==> src/rtl/tpu_pkg.sv <==
// Shared types and sizing helpers for the TPU run sequencer.
package tpu_pkg;

   typedef enum logic [2:0] {
      S_IDLE   = 3'd0,
      S_POP    = 3'd1,
      S_LOAD   = 3'd2,
      S_STREAM = 3'd3,
      S_DRAIN  = 3'd4,
      S_DONE   = 3'd5
   } tpu_run_state_t;

   localparam int TPU_MATRIX_SIZE  = 8;
   localparam int TPU_NUM_PE_ROWS  = 8;
   localparam int TPU_DRAIN_CYCLES = TPU_MATRIX_SIZE + TPU_NUM_PE_ROWS;

   // Tile counter must hold 0..depth inclusive.
   function automatic int tile_cnt_w(input int depth);
      return $clog2(depth + 1);
   endfunction

endpackage

==> src/rtl/tpu_run_ctrl_if.sv <==
// Host command port of the run sequencer: valid/ready handshake plus command fields.
interface tpu_run_ctrl_if #(
   parameter int ADDRESSSIZE = 10,
   parameter int FIFO_DEPTH  = 4
);
   localparam int TW = tpu_pkg::tile_cnt_w(FIFO_DEPTH);

   logic                   cmd_valid;
   logic                   cmd_ready;
   logic [ADDRESSSIZE-1:0] cmd_base;
   logic [ADDRESSSIZE:0]   cmd_len;
   logic [TW-1:0]          cmd_tiles;

   modport master (
      output cmd_valid, cmd_base, cmd_len, cmd_tiles,
      input  cmd_ready
   );

   modport slave (
      input  cmd_valid, cmd_base, cmd_len, cmd_tiles,
      output cmd_ready
   );

endinterface

==> src/rtl/tpu_addr_gen.sv <==
// Activation row counter: emits base+k modulo 2^ADDRESSSIZE and flags the last row of a tile.
module tpu_addr_gen import tpu_pkg::*; #(
   parameter int ADDRESSSIZE = 10
) (
   input  logic                   clk,
   input  logic                   rstn,
   input  logic                   clr,
   input  logic                   step,
   input  logic [ADDRESSSIZE-1:0] base,
   input  logic [ADDRESSSIZE:0]   len,
   output logic [ADDRESSSIZE-1:0] address,
   output logic                   last
);

   localparam int LW = ADDRESSSIZE + 1;

   // One bit wider than the address so k can reach len == 2^ADDRESSSIZE.
   logic [LW-1:0] k;

   always_ff @(posedge clk) begin
      if (!rstn) begin
         k <= '0;
      end else if (clr) begin
         k <= '0;
      end else if (step) begin
         k <= k + LW'(1);
      end
   end

   assign address = base + k[ADDRESSSIZE-1:0];
   assign last    = (k == len - LW'(1));

endmodule

==> src/rtl/tpu_run_ctrl.sv <==
// Command-driven run sequencer for the systolic-array TPU: pop weights, load PEs,
// stream activation addresses, drain, repeat per tile.
//
//   state  | meaning
//   IDLE   | waiting for a command, cmd_ready high
//   POP    | popping one weight tile, stalls while the FIFO is empty
//   LOAD   | we_rl pulse latches the popped tile into the PEs
//   STREAM | one live activation address per cycle, k = 0..len-1
//   DRAIN  | pipeline drain, all strobes low
//   DONE   | done (and err) pulse, back to IDLE
module tpu_run_ctrl import tpu_pkg::*; #(
   parameter int ADDRESSSIZE  = 10,
   parameter int NUM_PE_ROWS  = TPU_NUM_PE_ROWS,
   parameter int MATRIX_SIZE  = TPU_MATRIX_SIZE,
   parameter int FIFO_DEPTH   = 4,
   parameter int DRAIN_CYCLES = MATRIX_SIZE + NUM_PE_ROWS
) (
   input  logic                   clk,
   input  logic                   rstn,
   tpu_run_ctrl_if.slave          cmd,
   input  logic                   abort,
   input  logic                   fifo_empty,
   output logic                   fifo_read_enable,
   output logic                   start,
   output logic                   we_rl,
   output logic                   valid_address,
   output logic [ADDRESSSIZE-1:0] sram_address,
   output logic                   busy,
   output logic                   done,
   output logic                   err,
   output logic                   aborted
);

   localparam int TW = tile_cnt_w(FIFO_DEPTH);
   localparam int DW = (DRAIN_CYCLES > 1) ? $clog2(DRAIN_CYCLES) : 1;
   localparam logic [TW-1:0] DEPTH_T    = TW'(FIFO_DEPTH);
   localparam logic [DW-1:0] DRAIN_LOAD = DW'(DRAIN_CYCLES - 1);

   tpu_run_state_t         state;
   logic [ADDRESSSIZE-1:0] base_q;
   logic [ADDRESSSIZE:0]   len_q;
   logic [TW-1:0]          tiles_q;
   logic [TW-1:0]          t_cnt;
   logic [TW-1:0]          t_inc;
   logic [DW-1:0]          drain_cnt;
   logic                   cmd_ready_q;
   logic                   busy_q;
   logic                   we_rl_q;
   logic                   valid_q;
   logic                   done_q;
   logic                   err_q;
   logic                   aborted_q;

   logic                   addr_clr;
   logic                   addr_step;
   logic                   addr_last;
   logic [ADDRESSSIZE-1:0] addr;

   assign t_inc     = t_cnt + TW'(1);
   assign addr_clr  = ((state == S_IDLE) && cmd.cmd_valid) ||
                      ((state == S_DRAIN) && (drain_cnt == '0));
   assign addr_step = (state == S_STREAM);

   tpu_addr_gen #(
      .ADDRESSSIZE (ADDRESSSIZE)
   ) u_addr_gen (
      .clk     (clk),
      .rstn    (rstn),
      .clr     (addr_clr),
      .step    (addr_step),
      .base    (base_q),
      .len     (len_q),
      .address (addr),
      .last    (addr_last)
   );

   always_ff @(posedge clk) begin
      if (!rstn) begin
         state       <= S_IDLE;
         base_q      <= '0;
         len_q       <= '0;
         tiles_q     <= '0;
         t_cnt       <= '0;
         drain_cnt   <= '0;
         cmd_ready_q <= 1'b1;
         busy_q      <= 1'b0;
         we_rl_q     <= 1'b0;
         valid_q     <= 1'b0;
         done_q      <= 1'b0;
         err_q       <= 1'b0;
         aborted_q   <= 1'b0;
      end else begin
         we_rl_q   <= 1'b0;
         done_q    <= 1'b0;
         err_q     <= 1'b0;
         aborted_q <= 1'b0;
         // Abort wins over everything, including a pop issued this same cycle.
         if (abort && (state != S_IDLE)) begin
            state       <= S_IDLE;
            cmd_ready_q <= 1'b1;
            busy_q      <= 1'b0;
            valid_q     <= 1'b0;
            aborted_q   <= 1'b1;
         end else begin
            case (state)
               S_IDLE: begin
                  if (cmd.cmd_valid) begin
                     base_q      <= cmd.cmd_base;
                     len_q       <= cmd.cmd_len;
                     tiles_q     <= cmd.cmd_tiles;
                     t_cnt       <= '0;
                     cmd_ready_q <= 1'b0;
                     busy_q      <= 1'b1;
                     if ((cmd.cmd_tiles == '0) || (cmd.cmd_tiles > DEPTH_T)) begin
                        state  <= S_DONE;
                        done_q <= 1'b1;
                        err_q  <= (cmd.cmd_tiles > DEPTH_T);
                     end else begin
                        state <= S_POP;
                     end
                  end
               end
               S_POP: begin
                  if (!fifo_empty) begin
                     state   <= S_LOAD;
                     we_rl_q <= 1'b1;
                  end
               end
               S_LOAD: begin
                  if (len_q != '0) begin
                     state   <= S_STREAM;
                     valid_q <= 1'b1;
                  end else begin
                     state     <= S_DRAIN;
                     drain_cnt <= DRAIN_LOAD;
                  end
               end
               S_STREAM: begin
                  if (addr_last) begin
                     state     <= S_DRAIN;
                     valid_q   <= 1'b0;
                     drain_cnt <= DRAIN_LOAD;
                  end
               end
               S_DRAIN: begin
                  if (drain_cnt == '0) begin
                     t_cnt <= t_inc;
                     if (t_inc < tiles_q) begin
                        state <= S_POP;
                     end else begin
                        state  <= S_DONE;
                        done_q <= 1'b1;
                     end
                  end else begin
                     drain_cnt <= drain_cnt - DW'(1);
                  end
               end
               S_DONE: begin
                  state       <= S_IDLE;
                  cmd_ready_q <= 1'b1;
                  busy_q      <= 1'b0;
               end
               default: begin
                  state       <= S_IDLE;
                  cmd_ready_q <= 1'b1;
                  busy_q      <= 1'b0;
                  valid_q     <= 1'b0;
               end
            endcase
         end
      end
   end

   // Pop and start follow fifo_empty in the same cycle so a stalled POP never pops.
   assign fifo_read_enable = (state == S_POP) && !fifo_empty;
   assign start            = (state == S_POP) && (t_cnt == '0) && !fifo_empty;

   assign cmd.cmd_ready = cmd_ready_q;
   assign busy          = busy_q;
   assign we_rl         = we_rl_q;
   assign valid_address = valid_q;
   assign sram_address  = valid_q ? addr : '0;
   assign done          = done_q;
   assign err           = err_q;
   assign aborted       = aborted_q;

endmodule

==> src/flat_wrapper.sv <==
// flat-port wrapper written by rule: the top's interface ports become plain ports
module tpu_run_ctrl_flat import tpu_pkg::*;
#(
   parameter int ADDRESSSIZE  = 10,
   parameter int NUM_PE_ROWS  = TPU_NUM_PE_ROWS,
   parameter int MATRIX_SIZE  = TPU_MATRIX_SIZE,
   parameter int FIFO_DEPTH   = 4,
   parameter int DRAIN_CYCLES = MATRIX_SIZE + NUM_PE_ROWS
)
  (clk, rstn, abort, fifo_empty, fifo_read_enable, start, we_rl, valid_address, sram_address, busy, done, err, aborted, cmd_cmd_valid, cmd_cmd_base, cmd_cmd_len, cmd_cmd_tiles, cmd_cmd_ready);
  tpu_run_ctrl_if #(.ADDRESSSIZE(ADDRESSSIZE), .FIFO_DEPTH(FIFO_DEPTH)) cmd_i ();
  input  logic clk;
  input  logic rstn;
  input  logic abort;
  input  logic fifo_empty;
  output logic fifo_read_enable;
  output logic start;
  output logic we_rl;
  output logic valid_address;
  output logic [ADDRESSSIZE-1:0] sram_address;
  output logic busy;
  output logic done;
  output logic err;
  output logic aborted;
  input wire logic [$bits(cmd_i.cmd_valid)-1:0] cmd_cmd_valid;
  input wire logic [$bits(cmd_i.cmd_base)-1:0] cmd_cmd_base;
  input wire logic [$bits(cmd_i.cmd_len)-1:0] cmd_cmd_len;
  input wire logic [$bits(cmd_i.cmd_tiles)-1:0] cmd_cmd_tiles;
  output wire logic [$bits(cmd_i.cmd_ready)-1:0] cmd_cmd_ready;
  assign cmd_i.cmd_valid = cmd_cmd_valid;
  assign cmd_i.cmd_base = cmd_cmd_base;
  assign cmd_i.cmd_len = cmd_cmd_len;
  assign cmd_i.cmd_tiles = cmd_cmd_tiles;
  assign cmd_cmd_ready = cmd_i.cmd_ready;
  tpu_run_ctrl #(.ADDRESSSIZE(ADDRESSSIZE), .NUM_PE_ROWS(NUM_PE_ROWS), .MATRIX_SIZE(MATRIX_SIZE), .FIFO_DEPTH(FIFO_DEPTH), .DRAIN_CYCLES(DRAIN_CYCLES)) u_core (.clk(clk), .rstn(rstn), .cmd(cmd_i), .abort(abort), .fifo_empty(fifo_empty), .fifo_read_enable(fifo_read_enable), .start(start), .we_rl(we_rl), .valid_address(valid_address), .sram_address(sram_address), .busy(busy), .done(done), .err(err), .aborted(aborted));
endmodule
==> config.mk <==
export PLATFORM = sky130hd
export DESIGN_NAME = tpu_run_ctrl_flat
export DESIGN_NICKNAME = d
export VERILOG_FILES = /design/src/rtl/tpu_pkg.sv /design/src/rtl/tpu_run_ctrl_if.sv /design/src/rtl/tpu_addr_gen.sv /design/src/rtl/tpu_run_ctrl.sv /design/src/flat_wrapper.sv
export SDC_FILE = /design/constraint.sdc
export NUM_CORES = 1
export LEC_CHECK = 0
export ABC_CLOCK_PERIOD_IN_PS = 3240
export CAP_MARGIN = 15
export CORE_MARGIN = 1
export CORE_UTILIZATION = 55
export CTS_BUF_LIST = sky130_fd_sc_hd__clkbuf_8
export CTS_CLUSTER_SIZE = 30
export DETAILED_ROUTE_END_ITERATION = 12
export GPL_TIMING_DRIVEN = 0
export PLACE_DENSITY = 0.81
export SLEW_MARGIN = 0
export SYNTH_ARGS = -nofsm -noshare
export SYNTH_HDL_FRONTEND = slang
export SYNTH_SLANG_ARGS = --single-unit
==> constraint.sdc <==
create_clock -name clk -period 3.24 [get_ports clk]
set_clock_uncertainty 0.05 [all_clocks]
set_input_delay 0.486 -clock clk [delete_from_list [all_inputs] [get_ports clk]]
set_output_delay 0.486 -clock clk [all_outputs]
set_load 0.1 [all_outputs]
# After elaboration in Yosys (flattened, before gate mapping)
# Index checks and enable logic that the tools add are counted.
[word_totals] out_inout_bits=19 ff_bits=52 wordCells=101
[classes] muxes=30 bitwise_logic=8 reduce_logical=29 addsub=5 eq_ne=13 n_lt_le_gt_ge=2
[op_table] cell="$mux 3" n=9
[op_table] cell="$pmux 3 s5" n=1
[op_table] cell="$mux 4" n=3
[op_table] cell="$ne 2x2->1 const B" n=6
[op_table] cell="$pmux 4 s3" n=1
[op_table] cell="$add 11x1->11 const B" n=1
[op_table] cell="$eq 11x11->1" n=1
[op_table] cell="$reduce_bool 11->1" n=1
[op_table] cell="$sub 11x1->11 const B" n=1
[op_table] cell="$add 10x10->10" n=1
[op_table] cell="$mux 1" n=10
[op_table] cell="$mux 10" n=1
[op_table] cell="$logic_not 3->1" n=3
[op_table] cell="$not 1->1" n=8
[op_table] cell="$reduce_and 4->1" n=2
[op_table] cell="$reduce_or 4->1" n=2
[op_table] cell="$eq 3x2->1 const B" n=2
[op_table] cell="$eq 3x3->1 const B" n=2
[op_table] cell="$logic_and 1x1->1" n=6
[op_table] cell="$pmux 1 s2" n=3
[op_table] cell="$pmux 3 s2" n=1
[op_table] cell="$reduce_and 3->1" n=2
[op_table] cell="$reduce_bool 3->1" n=2
[op_table] cell="$reduce_and 5->1" n=1
[op_table] cell="other kinds (15)" n=17

# Longest topological paths before layout
# Gate-level depths: netlist of the first run.
[depth] word_depth=5 ltp_mapped=11 depth_no_buf=9

# Cells and area by module
# From an unflattened synthesis of the first run, not the netlist that was laid out.
[hier_totals] cells_unflattened=396 area_unflattened_um2=3106.7
[modules_own_cells] module="tpu_run_ctrl" cells_each=245 n_inst=1 area_each_um2=1888.1
[modules_own_cells] module="tpu_addr_gen" cells_each=151 n_inst=1 area_each_um2=1218.7

# Least setup slack after synthesis of the first run
# OpenSTA, ideal clock, no wires.
[synth_timing] kind="reg-to-output" startpoint="register u_core.state[2]" endpoint="output port start" stages_incl_launch_ff=4 arrival_ns=3.333 setup_slack_ns=-0.629 path_cell_list="dfxtp_1 -> clkbuf_1 -> or4b_1 -> nor3b_1"
[synth_via] elab_chain_cells=3
[synth_lines] element="start, declared" line="tpu_run_ctrl.sv:39" source="tpu_run_state_t state;"
[synth_lines] element="start signal, assigned" line="tpu_run_ctrl.sv:79" source="state <= S_IDLE;"
[synth_lines] element="start signal, assigned" line="tpu_run_ctrl.sv:99" source="state <= S_IDLE;"
[synth_lines] element="start signal, assigned" line="tpu_run_ctrl.sv:115" source="state <= S_DONE;"
[synth_lines] element="$eq 3x1->1" line="tpu_run_ctrl.sv:176" source="assign start = (state == S_POP) && (t_cnt == '0) && !fifo_empty;"
[synth_lines] element="$logic_and 1x1->1 (2 in a row)" line="tpu_run_ctrl.sv:176"
[synth_lines] element="end, declared" line="flat_wrapper.sv:17" source="output logic start;"
# Every way passes these cells.

# Worst setup path in the final report of the first run
[layout_timing] startpoint="register u_core.u_addr_gen.k[0]" endpoint="output port sram_address[1]"
[layout_via] elab_chain_cells=2
[layout_lines] element="start, declared" line="tpu_addr_gen.sv:18" source="logic [LW-1:0] k;"
[layout_lines] element="start signal, assigned" line="tpu_addr_gen.sv:26" source="k <= k + LW'(1);"
[layout_lines] element="$add 10x10->10" line="tpu_addr_gen.sv:30" source="assign address = base + k[ADDRESSSIZE-1:0];"
[layout_lines] element="$mux 10" line="tpu_run_ctrl.sv:182" source="assign sram_address = valid_q ? addr : '0;"
[layout_lines] element="end, declared" line="flat_wrapper.sv:20" source="output logic [ADDRESSSIZE-1:0] sram_address;"
# Every way passes these cells.

==> results.md, run 1 <==
- Status: completed
- # clock sinks: 52
- Post-synthesis sequential area ratio: 33.3%
- Worst hold path class: flop to flop
- Post-layout power: 2410 uW
- Grt ovf: 0
- Final setup TNS: 0 ns
- CP max FO: 5
- RSZ-0062 raised after global routing: false
- Post-synthesis register bit count: 52
- Required time of the critical path: 2.70 ns
- Final setup viols: 0
- TritonCTS clock tree: done
- Largest net degree at the start of global routing: 16
- Total track usage: 26.1%
- Syn Inst Count: 396
- Maximum buffer depth of the clock tree: 2
- Fmax: 317 MHz
- Synthesized area: 0.00312 mm^2
- # DRC: 0
- Top post-synthesis cells by area: dfxtp_1 33%, nand2_1 7.6%, ha_1 7.2%
- Leakage: 0.00152 uW
- Final hold slack: 0.408 ns
- Post-Route WL: 7510 um
- Met1 global-route usage: 33.7%
- Worst slew margin: 34.7%
- CP endpoint kind: output port
- Htree depth: 2
- Critical path cell sequence: ha_1, fa_1, and2_1, clkdlybuf4s50_1
- Routed len/inst: 14.4 um
- Critical path startpoint category: flop
- EDFF count, synth: 0
- Crit Path Class: flop to output port
- DRT iter0 DRCs: 162
- Logic gate share of total power: 49.3%
- Synth top area share: 33.3%
- CORE AREA: 0.00551 mm^2
- Clk slew on worst S/H paths: 0.09 ns
- Cell with the most instances after synthesis: nand2_1
- Die ar.: 0.00599 mm^2
- Slowest-stage cell, CP: clkdlybuf4s50_1
- Drt pass-1 iters: 4
- Initial antenna violation count: 0
- Clock buffer count from CTS: 5
- First-pass GRT wire length: 12,400 um
- Global placer's final weighted congestion: 0.935
- Number of filler cells placed in the layout: 480
- IO Pins: 48
- Die Y: 77.4 um
- Number of library cell types mapped by synthesis: 61
- WP buf/inv: 1
- Starting density of the core: 56.7%
- GR peak layer: met2
- Total net switching power: 1090 uW
- Via Count: 2,950
- Peak supply drop: 0.498 mV
- # placed instances: 515
- Ant. Diodes: 0
- Yosys Warn Count: 0
- Commonest cells in the netlist: 63 x nand2_1, 52 x dfxtp_1, 40 x a21oi_1
- Clk Latency, worst-skew pair: 0.30 ns
- Final Hold Fails: 0
- Cell Rows: 27
- M3 GR Usage: 3.76%
- Syn nets: 444
- Syn avg cell area: 7.89 um^2
- Number of global-route vias before repair: 2,666
- Top FF cell, synth: dfxtp_1
- IO Port Bufs: 47
- Power per cell area: 631 mW/mm^2
- Seq pwr share: 34.7%
- Die span in x: 77.4 um
- Hpwl dp: 5680 um
- Kind of cell adding the most delay to the critical path: buffers and inverters
- Layout cells sized above 1: 8.65%
- Via density per instance: 5.64
- Final std cells w/o fill: 523
- Tightest Pin Transition: 0.977 ns
- Max incr delay on CP: 1.13 ns
- Antenna-violating nets left: 0
- Post-synth ARST share: 0%
- Final WS setup: 0.0843 ns
- Nets: 498
- Layout area overhead: 22.0%
- Clock power share: 16.0%
- Met2 usage: 45.4%
- Max Cap Viol: 0
- Max Transition Viols Final: 0
- Cell taking the most area after synthesis: dfxtp_1
- Cell internal pwr: 1320 uW
- Critical Path AT: 2.62 ns
- Period utilization: 97.4%
- Final min period: 3.16 ns
- Sw Share: 45.2%
- Place WS: -0.841 ns
- CTS root buffer: clkbuf_8
-- power groups by stage --
stage	Combinational [uW]	Clock (uW)	Sequential [uW]
final	1190	384	836
after global routing	1300	418	850
after CTS	1180	390	833
after detailed placement	1170	0	847
after global placement	1150	0	845
after floorplan	779	0	963
-- per-stage QoR --
| stage | util, % | cell area, um^2 |
|---|---|---|
| detailed placement | 67.1 | 3690 |
| global placement | 67.1 | 3690 |
| floorplan | - | 3130 |
| global route | 69.2 | 3810 |
| CTS | 68.8 | 3790 |
| finish | 69.2 | 3810 |
-- worst reg2reg max path: stages (launching register included) --
cell and delay, ns:
dfxtp_1 0.31, clkbuf_1 0.29, inv_1 0.11, ha_1 0.20, buf_2 0.17, o21ba_1 0.19
a221o_1 0.35, a32o_1 0.24, nor4_4 0.27, a31oi_4 0.19, nor4_1 0.36, nor3_2 0.08
-- placed cells by master (no fill, tap or decap), types with 13 or more instances in the layout --
cell / n
a21oi_1: 37
and2_1: 13
clkbuf_1: 17
clkdlybuf4s50_1: 37
dfxtp_1: 49
ha_1: 18
inv_1: 15
nand2_1: 63
nand3_1: 13
nor2_1: 39
xnor2_1: 19
-- layer usage --
layer | up-vias | share of wire (%) | routed length [um]
met3 | 10 | 4.2 | 312
met4 | 0 | 1.2 | 89
met2 | 67 | 50 | 3740
met1 | 1400 | 45 | 3370
met5 | - | 0 | 0
li1 | 1473 | - | -
-- sequential cells by signal (all words and copies together) (netlist names) --
name,cells
u_core.state,3
u_core.drain_cnt,4
u_core.we_rl,1
u_core.busy,1
u_core.tiles_q,3
u_core.t_cnt,3
u_core.cmd.cmd_ready,1
u_core.len_q,11
u_core.err,1
u_core.u_addr_gen.k,11
u_core.valid_address,1
u_core.aborted,1
u_core.base_q,10
u_core.done,1
-- final timing paths --
check	slack [ns]	from	endpoint	depth (start not counted)
setup / recovery	0.08	u_core.u_addr_gen.k[0]	sram_address[1]	4
hold / removal	0.41	u_core.tiles_q[0]	u_core.tiles_q[0]	2
setup reg to reg	0.33	u_core.len_q[0]	u_core.state[0]	11
hold reg to reg	0.41	u_core.tiles_q[0]	u_core.tiles_q[0]	2
-- logic make-up after synthesis --
family,after synthesis,share of synthesized area (%)
muxes,1,0.320
xor gates and xnor gates,31,9.13
and+or+nand+nor,171,27.3
buffers and inverters,34,4.16
DFF,52,33.3
adders and majority gates,19,7.85
AOI/OAI and AO/OA,88,17.9
-- cell type report --
type,count,area [um^2],share of cell area [%]
timing repair buffer,47,474,12.4
multi-input combinational,310,1980,52.0
tap,72,90.1,2.36
inverter,15,56.3,1.48
clock buffer,6,82.6,2.17
clock inverter,2,10.0,0.263
buffer,19,73.8,1.94
sequential,52,1040,27.4
-- what timing repair did --
action	4_1_cts	5_1_grt
pin swaps	0	1
gates resized for setup	40	10
hold buffers	0	0
setup endpoints to repair	10	6
setup buffers	0	0
(Power assumes the default switching activity.)
==> run 2, diff against run 1 <==
--- a/config.mk
+++ b/config.mk
@@ -5,7 +5,7 @@
 export SDC_FILE = /design/constraint.sdc
 export NUM_CORES = 1
 export LEC_CHECK = 0
-export ABC_CLOCK_PERIOD_IN_PS = 3240
+export ABC_CLOCK_PERIOD_IN_PS = 3140
 export CAP_MARGIN = 15
 export CORE_MARGIN = 1
 export CORE_UTILIZATION = 55
==> constraint.sdc (replaced) <==
create_clock -name clk -period 3.14 [get_ports clk]
set_clock_uncertainty 0.05 [all_clocks]
set_input_delay 0.471 -clock clk [delete_from_list [all_inputs] [get_ports clk]]
set_output_delay 0.471 -clock clk [all_outputs]
set_load 0.1 [all_outputs]
==> results.md, run 2 (synthesis gave the netlist of run 1 again) <==
- Period utilization: 97.5%
- Final min period: 3.06 ns
- Top Registers: u_core.len_q (11), u_core.u_addr_gen.k (11), u_core.base_q (10)
- Die Y: 77.4 um
- Routed len/inst: 14.7 um
- Final setup TNS: 0 ns
- Reg2reg path depth: 11
- Most frequent cells in the layout: 63 x nand2_1, 49 x dfxtp_1, 39 x nor2_1
- Antenna-violating nets left: 0
- Crit Path Class: flop to output port
- Layout cells sized above 1: 8.89%
- Die span in x: 77.4 um
- Fmax: 327 MHz
- Starting density of the core: 56.7%
- Post-layout power: 2630 uW
- Worst slew margin: 35.0%
- TritonCTS clock tree: done
- Clock buffer count from CTS: 5
- Via Count: 2,901
- CP max FO: 6
- Layout area overhead: 24.5%
- Htree depth: 2
- Peak supply drop: 0.744 mV
- Clk Latency, worst-skew pair: 0.32 ns
- Largest net degree at the start of global routing: 16
- Worst hold stages: 2
- CP endpoint kind: output port
- Maximum buffer depth of the clock tree: 2
- Drt pass-1 iters: 4
- Total track usage: 26.4%
- IO Port Bufs: 47
- Critical path startpoint category: flop
- Postcts setup bufs: 0
- Grt ovf: 0
- DRT iter0 DRCs: 166
- Worst hold path class: flop to flop
- CTS root buffer: clkbuf_8
- Hold_buf cts: 0
- Max Cap Viol: 0
- Tightest Pin Transition: 0.973 ns
- Final WS setup: 0.0789 ns
- Max Transition Viols Final: 0
- Required time of the critical path: 2.62 ns
- Ant. Diodes: 0
- Die ar.: 0.00599 mm^2
- Status: completed
- Hpwl dp: 5700 um
- # DRC: 0
- Global placer's final weighted congestion: 0.901
- Final setup viols: 0
- IO Pins: 48
- Initial antenna violation count: 0
- Final hold slack: 0.408 ns
- Commonest non-fill, non-tap cell in the layout: nand2_1
- Final Hold Fails: 0
- Number of global-route vias before repair: 2,814
- Clk slew on worst S/H paths: 0.09 ns
- Power per cell area: 677 mW/mm^2
- Cell Rows: 27
- Flop2flop setup slack: 0.26 ns
- Nets: 498
- CORE AREA: 0.00551 mm^2
- Critical Path AT: 2.54 ns
- # clock sinks: 52
- Via density per instance: 5.56
- Post-Route WL: 7660 um
- First-pass GRT wire length: 12,600 um
- Leakage: 0.00154 uW
- Place WS: -0.931 ns
[run 2: layer usage]
metal	GRT usage [%]	routed length, um
met3	5.29	391
met4	9.81	153
met2	45.4	3680
met5	0	0
met1	32.4	3440
[run 2: final timing paths]
kind / start / endpoint
worst min-delay path: u_core.tiles_q[2] / u_core.tiles_q[2]
worst max register to register: u_core.len_q[0] / u_core.state[0]
worst min register to register: u_core.tiles_q[2] / u_core.tiles_q[2]
worst max-delay path: u_core.u_addr_gen.k[1] / sram_address[9]
[run 2: area by class of cell]
cell class,instances,area (um^2)
plain buffers,19,73.8
clock buffers,5,68.8
clock inverters,2,60.1
fillers,455,1620
inverters,15,56.3
multi-input cells,310,2000
flip-flops and latches,52,1050
well taps,72,90.1
repair buffers,47,489
[run 2: worst max-delay path, stage by stage (launching register included)]
cell	delay, ns
dfxtp_4	0.38
ha_1	0.28
a21o_1	0.19
a21oi_2	0.18
o21bai_1	0.13
a2111oi_4	0.36
o31ai_2	0.14
xnor2_1	0.18
and2_2	0.20
buf_12	0.18
[run 2: report_power, final]
part / total, uW / internal, uW / switching [uW] / leakage (uW)
logic: 1230 / 422 / 810 / 0.00105
clock network: 538 / 314 / 224 / 0.0000642
registers: 864 / 764 / 100 / 0.000426
[run 2: through the flow]
stage | util (%) | cells | cell area, um^2
2_1_floorplan | - | 396 | 3140
3_3_place_gp | 67.2 | 515 | 3700
3_5_place_dp | 67.2 | 515 | 3700
4_1_cts | 70.0 | 522 | 3860
5_1_grt | 70.6 | 522 | 3890
6_report | 70.6 | 522 | 3890
[run 2: what timing repair did]
| item | 4_1_cts | 5_1_grt |
|---|---|---|
| gates cloned | 0 | 0 |
| hold endpoints to repair | 0 | 0 |
| resized for setup | 49 | 8 |
| endpoints found under the setup margin | 11 | 6 |
| pin swaps | 0 | 1 |
==> run 3, diff against run 2 <==
--- a/config.mk
+++ b/config.mk
@@ -7,7 +7,7 @@
 export LEC_CHECK = 0
 export ABC_CLOCK_PERIOD_IN_PS = 3140
 export CAP_MARGIN = 15
-export CORE_MARGIN = 1
+export CORE_MARGIN = 2
 export CORE_UTILIZATION = 55
 export CTS_BUF_LIST = sky130_fd_sc_hd__clkbuf_8
 export CTS_CLUSTER_SIZE = 30
==> results.md, run 3 (synthesis gave the netlist of run 1 again) <==
- Final setup TNS: 0 ns
- Min-delay src: u_core.tiles_q[0]
- TritonCTS clock tree: done
- Commonest non-fill, non-tap cell in the layout: nand2_1
- Starting density of the core: 56.7%
- Number of global-route vias before repair: 2,796
- Final Hold Fails: 0
- Ant. Diodes: 0
- Layout cells sized above 1: 10.2%
- Peak supply drop: 0.769 mV
- Largest net degree at the start of global routing: 16
- Hold_buf cts: 0
- Via Count: 2,931
- Clk Latency, worst-skew pair: 0.30 ns
- WP buf/inv: 1
- Final core occ: 70.3%
- CP endpoint kind: output port
- Worst reg2reg startpoint: u_core.len_q[0]
- Tightest Pin Transition: 0.988 ns
- Hpwl dp: 5710 um
- Grt ovf: 0
- Die span in x: 79.4 um
- First-pass GRT wire length: 12,600 um
- Required time of the critical path: 2.62 ns
- Max incr delay on CP: 0.41 ns
- Antenna-violating nets left: 0
- Worst Setup SP: u_core.u_addr_gen.k[1]
- Fmax: 331 MHz
- Layout area overhead: 24.0%
- Final hold slack: 0.407 ns
- CTS root buffer: clkbuf_8
- Clk slew on worst S/H paths: 0.09 ns
- Routed len/inst: 14.4 um
- Nets: 499
- # clock sinks: 52
- Final setup viols: 0
- Kind of cell adding the most delay to the critical path: compound AO/OA/AOI/OAI gates
- Htree depth: 2
- # DRC: 0
- Crit Path Class: flop to output port
- DRT iter0 DRCs: 180
- Maximum buffer depth of the clock tree: 2
- Period utilization: 96.3%
- Final min period: 3.02 ns
- IO Pins: 48
- Initial antenna violation count: 0
- Via density per instance: 5.59
- Worst hold path class: flop to flop
- Max Transition Viols Final: 0
- Die ar.: 0.00630 mm^2
- Most frequent cells in the layout: 63 x nand2_1, 49 x dfxtp_1, 39 x nor2_1
- Max Cap Viol: 0
- Die Y: 79.4 um
- Status: completed
- CP max FO: 6
- Drt pass-1 iters: 4
- Global placer's final weighted congestion: 0.925
- Critical path startpoint category: flop
- Cell Rows: 27
- Slowest-stage cell, CP: a2111oi_4
- Post-Route WL: 7570 um
- Worst slew margin: 34.0%
- Critical path cell sequence: ha_1, a21o_1, a21oi_2, o21bai_2, a2111oi_4, nor2_1, xnor2_2, nor2b_4, buf_6
- Total track usage: 25.0%
- Top Registers: u_core.len_q (11), u_core.u_addr_gen.k (11), u_core.base_q (10)
- Post-layout power: 2470 uW
- Leakage: 0.00154 uW
- Critical Path AT: 2.50 ns
- Power per cell area: 638 mW/mm^2
- CORE AREA: 0.00551 mm^2
- IO Port Bufs: 47
- Clock buffer count from CTS: 5
[run 3: cell types whose count changed in the layout (fill, tap and decap cells not counted), sizes merged]
| cell | change |
|---|---|
| clkdlybuf4s15 | -1 |
| buf | +1 |
| clkbuf | +2 |
| clkinv | +2 |
| bufinv | -2 |
[run 3: cell type report]
| cell class | instances | area, um^2 |
|---|---|---|
| Buffer | 19 | 73.8 |
| Clock buffer | 6 | 82.6 |
| Clock inverter | 2 | 10.0 |
| Fill cell | 456 | 1630 |
| Inverter | 15 | 56.3 |
| Multi-Input combinational cell | 310 | 2020 |
| Sequential cell | 52 | 1050 |
| Tap cell | 72 | 90.1 |
| Timing Repair Buffer | 48 | 492 |
[run 3: metal layers]
layer	vias up	global-route usage (%)	routed length, um
li1	1477	-	-
met1	1379	31.3	3340
met2	66	44.6	3790
met3	9	4.52	359
met4	0	6.03	83
met5	-	0	0
[run 3: metrics by stage]
stage / instance area, um^2 / std cells / worst slack [ns]
after floorplan: 3140 / 396 / 0.0570
after global placement: 3700 / 515 / -0.842
after detailed placement: 3700 / 515 / -0.987
after CTS: 3830 / 523 / 0.00205
after global routing: 3870 / 524 / -0.0154
final: 3870 / 524 / 0.115
[run 3: worst min-delay path, delay by kind of cell (launching register included)]
family / cells / cell delay [ns]
flip-flops: 1 / 0.32
AO/OA/AOI/OAI: 1 / 0.05
AND/OR/NAND/NOR: 1 / 0.05
[run 3: final timing paths]
path                             to  slack, ns  depth (start not counted)
hold / removal    u_core.tiles_q[0]       0.41                          2
setup / recovery    sram_address[7]       0.12                          9
setup reg to reg    u_core.state[0]       0.18                         11
hold reg to reg   u_core.tiles_q[0]       0.41                          2
[run 3: power by group]
part           leakage [uW]  switching, uW  total, uW  internal (uW)
Combinational       0.00106            801       1220            423
Sequential         0.000426           99.3        863            763
Clock             0.0000510            210        387            176
[run 3: what timing repair did]
action                     4_1_cts  5_1_grt
setup endpoints to repair       11        7
pin swaps                        1        6
cloned                           0        0
resized for setup               51       12
buffers inserted                 0        1
